File: src/rtl/mux_pkg.sv
// Shared definitions for the mux datapath and its round-robin arbiter:
// FSM state encoding and the select-width helper.
package mux_pkg;

  typedef enum logic {
    ST_IDLE  = 1'b0,
    ST_GRANT = 1'b1
  } state_t;

  // Select width for a given number of slaves (SEL_W = $clog2(N_SLAVES)).
  function automatic int sel_w(input int n_slaves);
    return $clog2(n_slaves);
  endfunction

endpackage

File: src/rtl/mux.sv
// N-way word multiplexer: presents slave sel's word on op.
module mux
  import mux_pkg::*;
#(
  parameter int N_SLAVES   = 4,
  parameter int DATA_WIDTH = 4
) (
  input  logic [DATA_WIDTH*N_SLAVES-1:0] data,
  input  logic [$clog2(N_SLAVES)-1:0]    sel,
  output logic [DATA_WIDTH-1:0]          op
);

  localparam int SEL_W = sel_w(N_SLAVES);

  // NOTE: op gets a default before the loop so every path assigns it and no latch is inferred.
  always_comb begin
    op = '0;
    for (int i = 0; i < N_SLAVES; i++) begin
      if (sel == SEL_W'(i)) op = data[i*DATA_WIDTH +: DATA_WIDTH];
    end
  end

endmodule

File: src/rtl/mux_rr_arbiter.sv
// Round-robin arbiter that owns the mux select and hands one slave's word
// downstream per valid/ready handshake, rotating priority after each transfer.
module mux_rr_arbiter
  import mux_pkg::*;
#(
  parameter int N_SLAVES   = 4,
  parameter int DATA_WIDTH = 4
) (
  input  logic                           clk,
  input  logic                           rst,
  input  logic [N_SLAVES-1:0]            in_valid,
  input  logic [DATA_WIDTH*N_SLAVES-1:0] data,
  output logic [N_SLAVES-1:0]            in_ready,
  output logic                           out_valid,
  input  logic                           out_ready,
  output logic [DATA_WIDTH-1:0]          op,
  output logic [$clog2(N_SLAVES)-1:0]    sel
);

  localparam int                SEL_W = sel_w(N_SLAVES);
  localparam logic [SEL_W-1:0]  LAST  = SEL_W'(N_SLAVES - 1);

  typedef struct packed {
    logic             found;
    logic [SEL_W-1:0] idx;
  } pick_t;

  // Explicit wrap so non-power-of-two slave counts never reach an unused index.
  function automatic logic [SEL_W-1:0] wrap_inc(input logic [SEL_W-1:0] idx);
    return (idx == LAST) ? '0 : idx + 1'b1;
  endfunction

  // First requester found scanning start, start+1, ... with wrap-around.
  function automatic pick_t rr_pick(input logic [N_SLAVES-1:0] req,
                                    input logic [SEL_W-1:0]    start);
    pick_t            res;
    logic [SEL_W-1:0] idx;
    res = '0;
    idx = start;
    for (int k = 0; k < N_SLAVES; k++) begin
      if (!res.found && req[idx]) begin
        res.found = 1'b1;
        res.idx   = idx;
      end
      idx = wrap_inc(idx);
    end
    return res;
  endfunction

  state_t           state_q, state_d;
  logic [SEL_W-1:0] sel_q, sel_d;
  logic [SEL_W-1:0] ptr_q, ptr_d;
  logic [SEL_W-1:0] after_grant;
  pick_t            pick_idle;
  pick_t            pick_next;

  assign after_grant = wrap_inc(sel_q);
  assign pick_idle   = rr_pick(in_valid, ptr_q);
  assign pick_next   = rr_pick(in_valid, after_grant);

  always_comb begin
    state_d = state_q;
    sel_d   = sel_q;
    ptr_d   = ptr_q;
    case (state_q)
      ST_IDLE: begin
        if (pick_idle.found) begin
          state_d = ST_GRANT;
          sel_d   = pick_idle.idx;
        end
      end
      ST_GRANT: begin
        // A stalled grant is held; only a completed handshake re-arbitrates.
        if (out_ready) begin
          ptr_d = after_grant;
          if (pick_next.found) sel_d = pick_next.idx;
          else                 state_d = ST_IDLE;
        end
      end
      default: state_d = ST_IDLE;
    endcase
  end

  // NOTE: state registers use non-blocking assignments so every flop samples pre-edge values.
  always_ff @(posedge clk) begin
    if (rst) begin
      state_q <= ST_IDLE;
      sel_q   <= '0;
      ptr_q   <= '0;
    end else begin
      state_q <= state_d;
      sel_q   <= sel_d;
      ptr_q   <= ptr_d;
    end
  end

  assign out_valid = (state_q == ST_GRANT);
  assign sel       = sel_q;

  always_comb begin
    in_ready = '0;
    if (out_valid && out_ready) in_ready[sel_q] = 1'b1;
  end

  mux #(
    .N_SLAVES  (N_SLAVES),
    .DATA_WIDTH(DATA_WIDTH)
  ) u_mux (
    .data(data),
    .sel (sel_q),
    .op  (op)
  );

endmodule
File: config.mk
export PLATFORM = sky130hd
export DESIGN_NAME = mux_rr_arbiter
export DESIGN_NICKNAME = d
export VERILOG_FILES = /design/src/rtl/mux_pkg.sv /design/src/rtl/mux.sv /design/src/rtl/mux_rr_arbiter.sv
export SDC_FILE = /design/constraint.sdc
export NUM_CORES = 1
export LEC_CHECK = 0
export ABC_AREA = 1
export CAP_MARGIN = 20
export CORE_ASPECT_RATIO = 0.8
export CORE_UTILIZATION = 48
export DETAILED_ROUTE_END_ITERATION = 6
export PLACE_DENSITY = 0.85
export SYNTH_ARGS = -nofsm -noshare
export SYNTH_HDL_FRONTEND = slang
export SYNTH_SLANG_ARGS = --single-unit
File: constraint.sdc
create_clock -name clk -period 4.9 [get_ports clk]
set_input_delay 0.98 -clock clk [delete_from_list [all_inputs] [get_ports clk]]
set_output_delay 0.98 -clock clk [all_outputs]
set_load 0.05 [all_outputs]
==> flow_metrics.tcl <==
set metrics [dict create \
    final_cells 226 \
    worst_r2r_endpoint "sel[0]" \
    fill_cells 150 \
    worstSetupEndpointType "output port" \
    syn_area_per_cell_sq_um 5.505 \
    ys_ff_latch 5 \
    synth_compound_area_share_pct 16.04 \
    yosysSeqAreaShare_pct 10.70 \
    grt_pass1_vias 1005 \
    synth-simple-area-share_pct 51.74 \
    grt.overflow.total 0 \
    synth_adder_area_share_pct 6.684 \
    path_delay_family "buffers and inverters" \
    initial_core_util_pct 54.28 \
    cts_resized 0 \
    cts_tree "built" \
    swShare_pct 61.78 \
    crit_fanout 1 \
    power.total_w 0.0008589 \
    fin_area_sq_mm 0.001290 \
    rows 13 \
    finalSetupTns_ns 0 \
    worst_path_max_delay_cell "clkdlybuf4s50_1" \
    drc 0 \
    first_pass_iters 4 \
    synth_top_family_by_area "simple AND/OR/NAND/NOR gates" \
    cts_root_buffer "clkbuf_4" \
    yosys.cell_types.count 25 \
    max-clock-path-buffers 2 \
    wl_per_cell_um 11.60 \
    fin_skew_ns 0.002600 \
    r2r_start "sel[0]" \
    worst-path-stages 6 \
    via_count 1161 \
    io_pins 34 \
    clk_pin_slew_ns 0.04 \
    drive_gt1_share_pct 10.29 \
    wl_mm 2.622 \
    criticalPathCategory "in2out" \
    power.static_leakage_nw 0.6410 \
    drtAntennaViolNets 0 \
    diodes 0 \
    cp-start-kind "input pin" \
    layout_common_cells "nand2_1 (58), clkdlybuf4s50_1 (33), inv_1 (22)" \
    holdPathStages 2 \
    worst_pin_slew_ns 0.5307 \
    final.min_clock_period_ns 3.643 \
    drv_slew 0 \
    cts_setup_buffers 0 \
    dpl.cell_count 222 \
    fin_ws_ns 1.257 \
    finalHoldViolCount 0 \
    htreeDepth 1 \
    synthMuxAreaShare_pct 1.070 \
    max_freq_mhz 274.5 \
    core_area_sq_mm 0.001724 \
    syn_area_sq_um 935.9 \
    cp-endpoint "op[1]" \
    finalWeightedCongestion 0.8252 \
    critical_path_buf_inv_count 2 \
    reg2reg_slack_ns 2.52 \
    arrival_ns 2.66 \
    antenna_found_initial 0 \
    required_ns 3.92 \
    io_buffers 33 \
    grt_max_degree 13 \
    finalSetupViolations 0 \
    crit_chain "clkdlybuf4s50_1 -> nand3_1 -> nand2_1 -> o21ai_0 -> o21ai_0 -> clkdlybuf4s50_1" \
    slowest_delay_ns 0.84 \
    finalCritPeriodShare_pct 74.34 \
    synth.net_count 198 \
    startpoint "data[1]" \
    hp-class "reg2reg" \
    avgViaCountPerCell 5.137 \
    vdd_drop_max_mv 0.4725 \
    synth-xor-area-share_pct 0.9358 \
    die_area_sq_mm 0.002132 \
    rsz0062_at_grt "false" \
    p_int_w 0.0003283 \
    outcome "completed" \
    grt_pass1_wl_mm 4.319 \
    r2r_cells 12 \
    areaGrowthSynthToFinish_pct 37.83 \
    final_common_cell "nand2_1" \
    post_dp_cell_area_sq_mm 0.001264 \
    p_switching_w 0.0005306 \
    die_h_um 41.50 \
    fp.dieW_um 51.37 \
    seq_power_share_pct 8.9 \
    dpl.hpwl_mm 2.196 \
    numCtsBuffers 3 \
    pwr-share-comb_pct 85.9 \
    clk-insertion-delay-late_ns 0.23 \
    ctsHoldBuffers 0 \
    drt-initial-drc-count 48 \
    place_worst_setup_slack_ns 1.257 \
    power.density_mw_per_mm2 665.8 \
    clock_sinks 5 \
    drv_cap 0 \
    ys_warn_count 0 \
    nets 233 \
    synth_cells 170 \
    track_usage_pct 25.79 \
    power.share.clock_pct 5.2 \
    relSlewSlack_pct 64.51 \
]
## worst min-delay path: stages (launching register included)
cell and delay, ns:
dfxtp_1 0.33, inv_1 0.08, a21oi_1 0.06
## flip-flops by register name (all words and copies together), names as in the netlist
name,count
ptr_q,2
sel,2
out_valid,1
## synth_stat cells
library cell	n	area, sq um
mux2i_1	1	10.01
nand2_4	2	22.52
inv_2	2	7.510
nand3_2	1	10.01
nand3b_1	1	7.510
ha_1	5	62.56
buf_6	2	22.52
nand2_2	6	37.54
nor2_4	3	33.78
clkbuf_4	1	7.510
dfxtp_1	5	100.1
nand3_1	15	75.07
inv_1	22	82.58
a21oi_1	8	40.04
o21ai_2	1	8.760
xor2_1	1	8.760
a21oi_2	1	8.760
o21ai_1	3	15.01
nand4_2	1	12.51
a31oi_1	2	12.51
o21ai_0	13	65.06
nor2_2	1	6.260
nor2_1	13	48.80
nand4_1	2	12.51
nand2_1	58	217.7
## kinds of logic after synthesis
| group | count (synthesis) |
|---|---|
| compound gates | 28 |
| xor+xnor | 1 |
| fa+ha+maj | 5 |
| buf+inv | 27 |
| flops | 5 |
| mux | 1 |
| simple gates | 103 |
## layout make-up
| type | instances | area [sq um] | area share (%) |
|---|---|---|---|
| Clock buffer | 4 | 26.28 | 2.037 |
| Multi-Input combinational cell | 138 | 715.7 | 55.48 |
| Sequential cell | 5 | 100.1 | 7.759 |
| Timing Repair Buffer | 33 | 330.3 | 25.61 |
| Inverter | 24 | 90.09 | 6.983 |
| Tap cell | 22 | 27.53 | 2.134 |
## metal layers
layer | vias to the layer above | part of all wire (%) | track usage (%)
met2 | 44 | 43 | 38.18
met4 | 0 | 0.38 | 4.865
li1 | 611 | - | -
met3 | 2 | 6.6 | 2.198
met1 | 504 | 50 | 40.13
met5 | - | 0 | 0
## power groups by stage
stage | clock, W | sequential (W) | combinational (W)
floorplan | 0 | 0.0000972 | 0.000528
global placement | 0 | 0.0000753 | 0.000704
detailed placement | 0 | 0.0000764 | 0.000726
CTS | 0.0000463 | 0.0000759 | 0.000729
global route | 0.0000483 | 0.0000787 | 0.000802
finish | 0.0000447 | 0.0000768 | 0.000737
## metrics by stage
stage               util, %  hold slack (ns)
floorplan                 -           0.4601
global placement      73.29           0.4999
detailed placement    73.29           0.5171
CTS                   74.82           0.5227
global route          74.82           0.5497
finish                74.82           0.5253
## worst min path at each step
| stage | slack, ns | start | to |
|---|---|---|---|
| after global placement | 0.50 | ptr_q[1] | ptr_q[1] |
| final | 0.53 | ptr_q[1] | ptr_q[1] |
| after CTS | 0.52 | ptr_q[1] | ptr_q[1] |
| after detailed placement | 0.52 | ptr_q[1] | ptr_q[1] |
| after floorplan | 0.46 | ptr_q[1] | ptr_q[1] |
| after global routing | 0.55 | ptr_q[1] | ptr_q[1] |
No activity file was read; power rests on OpenSTA's default activity.
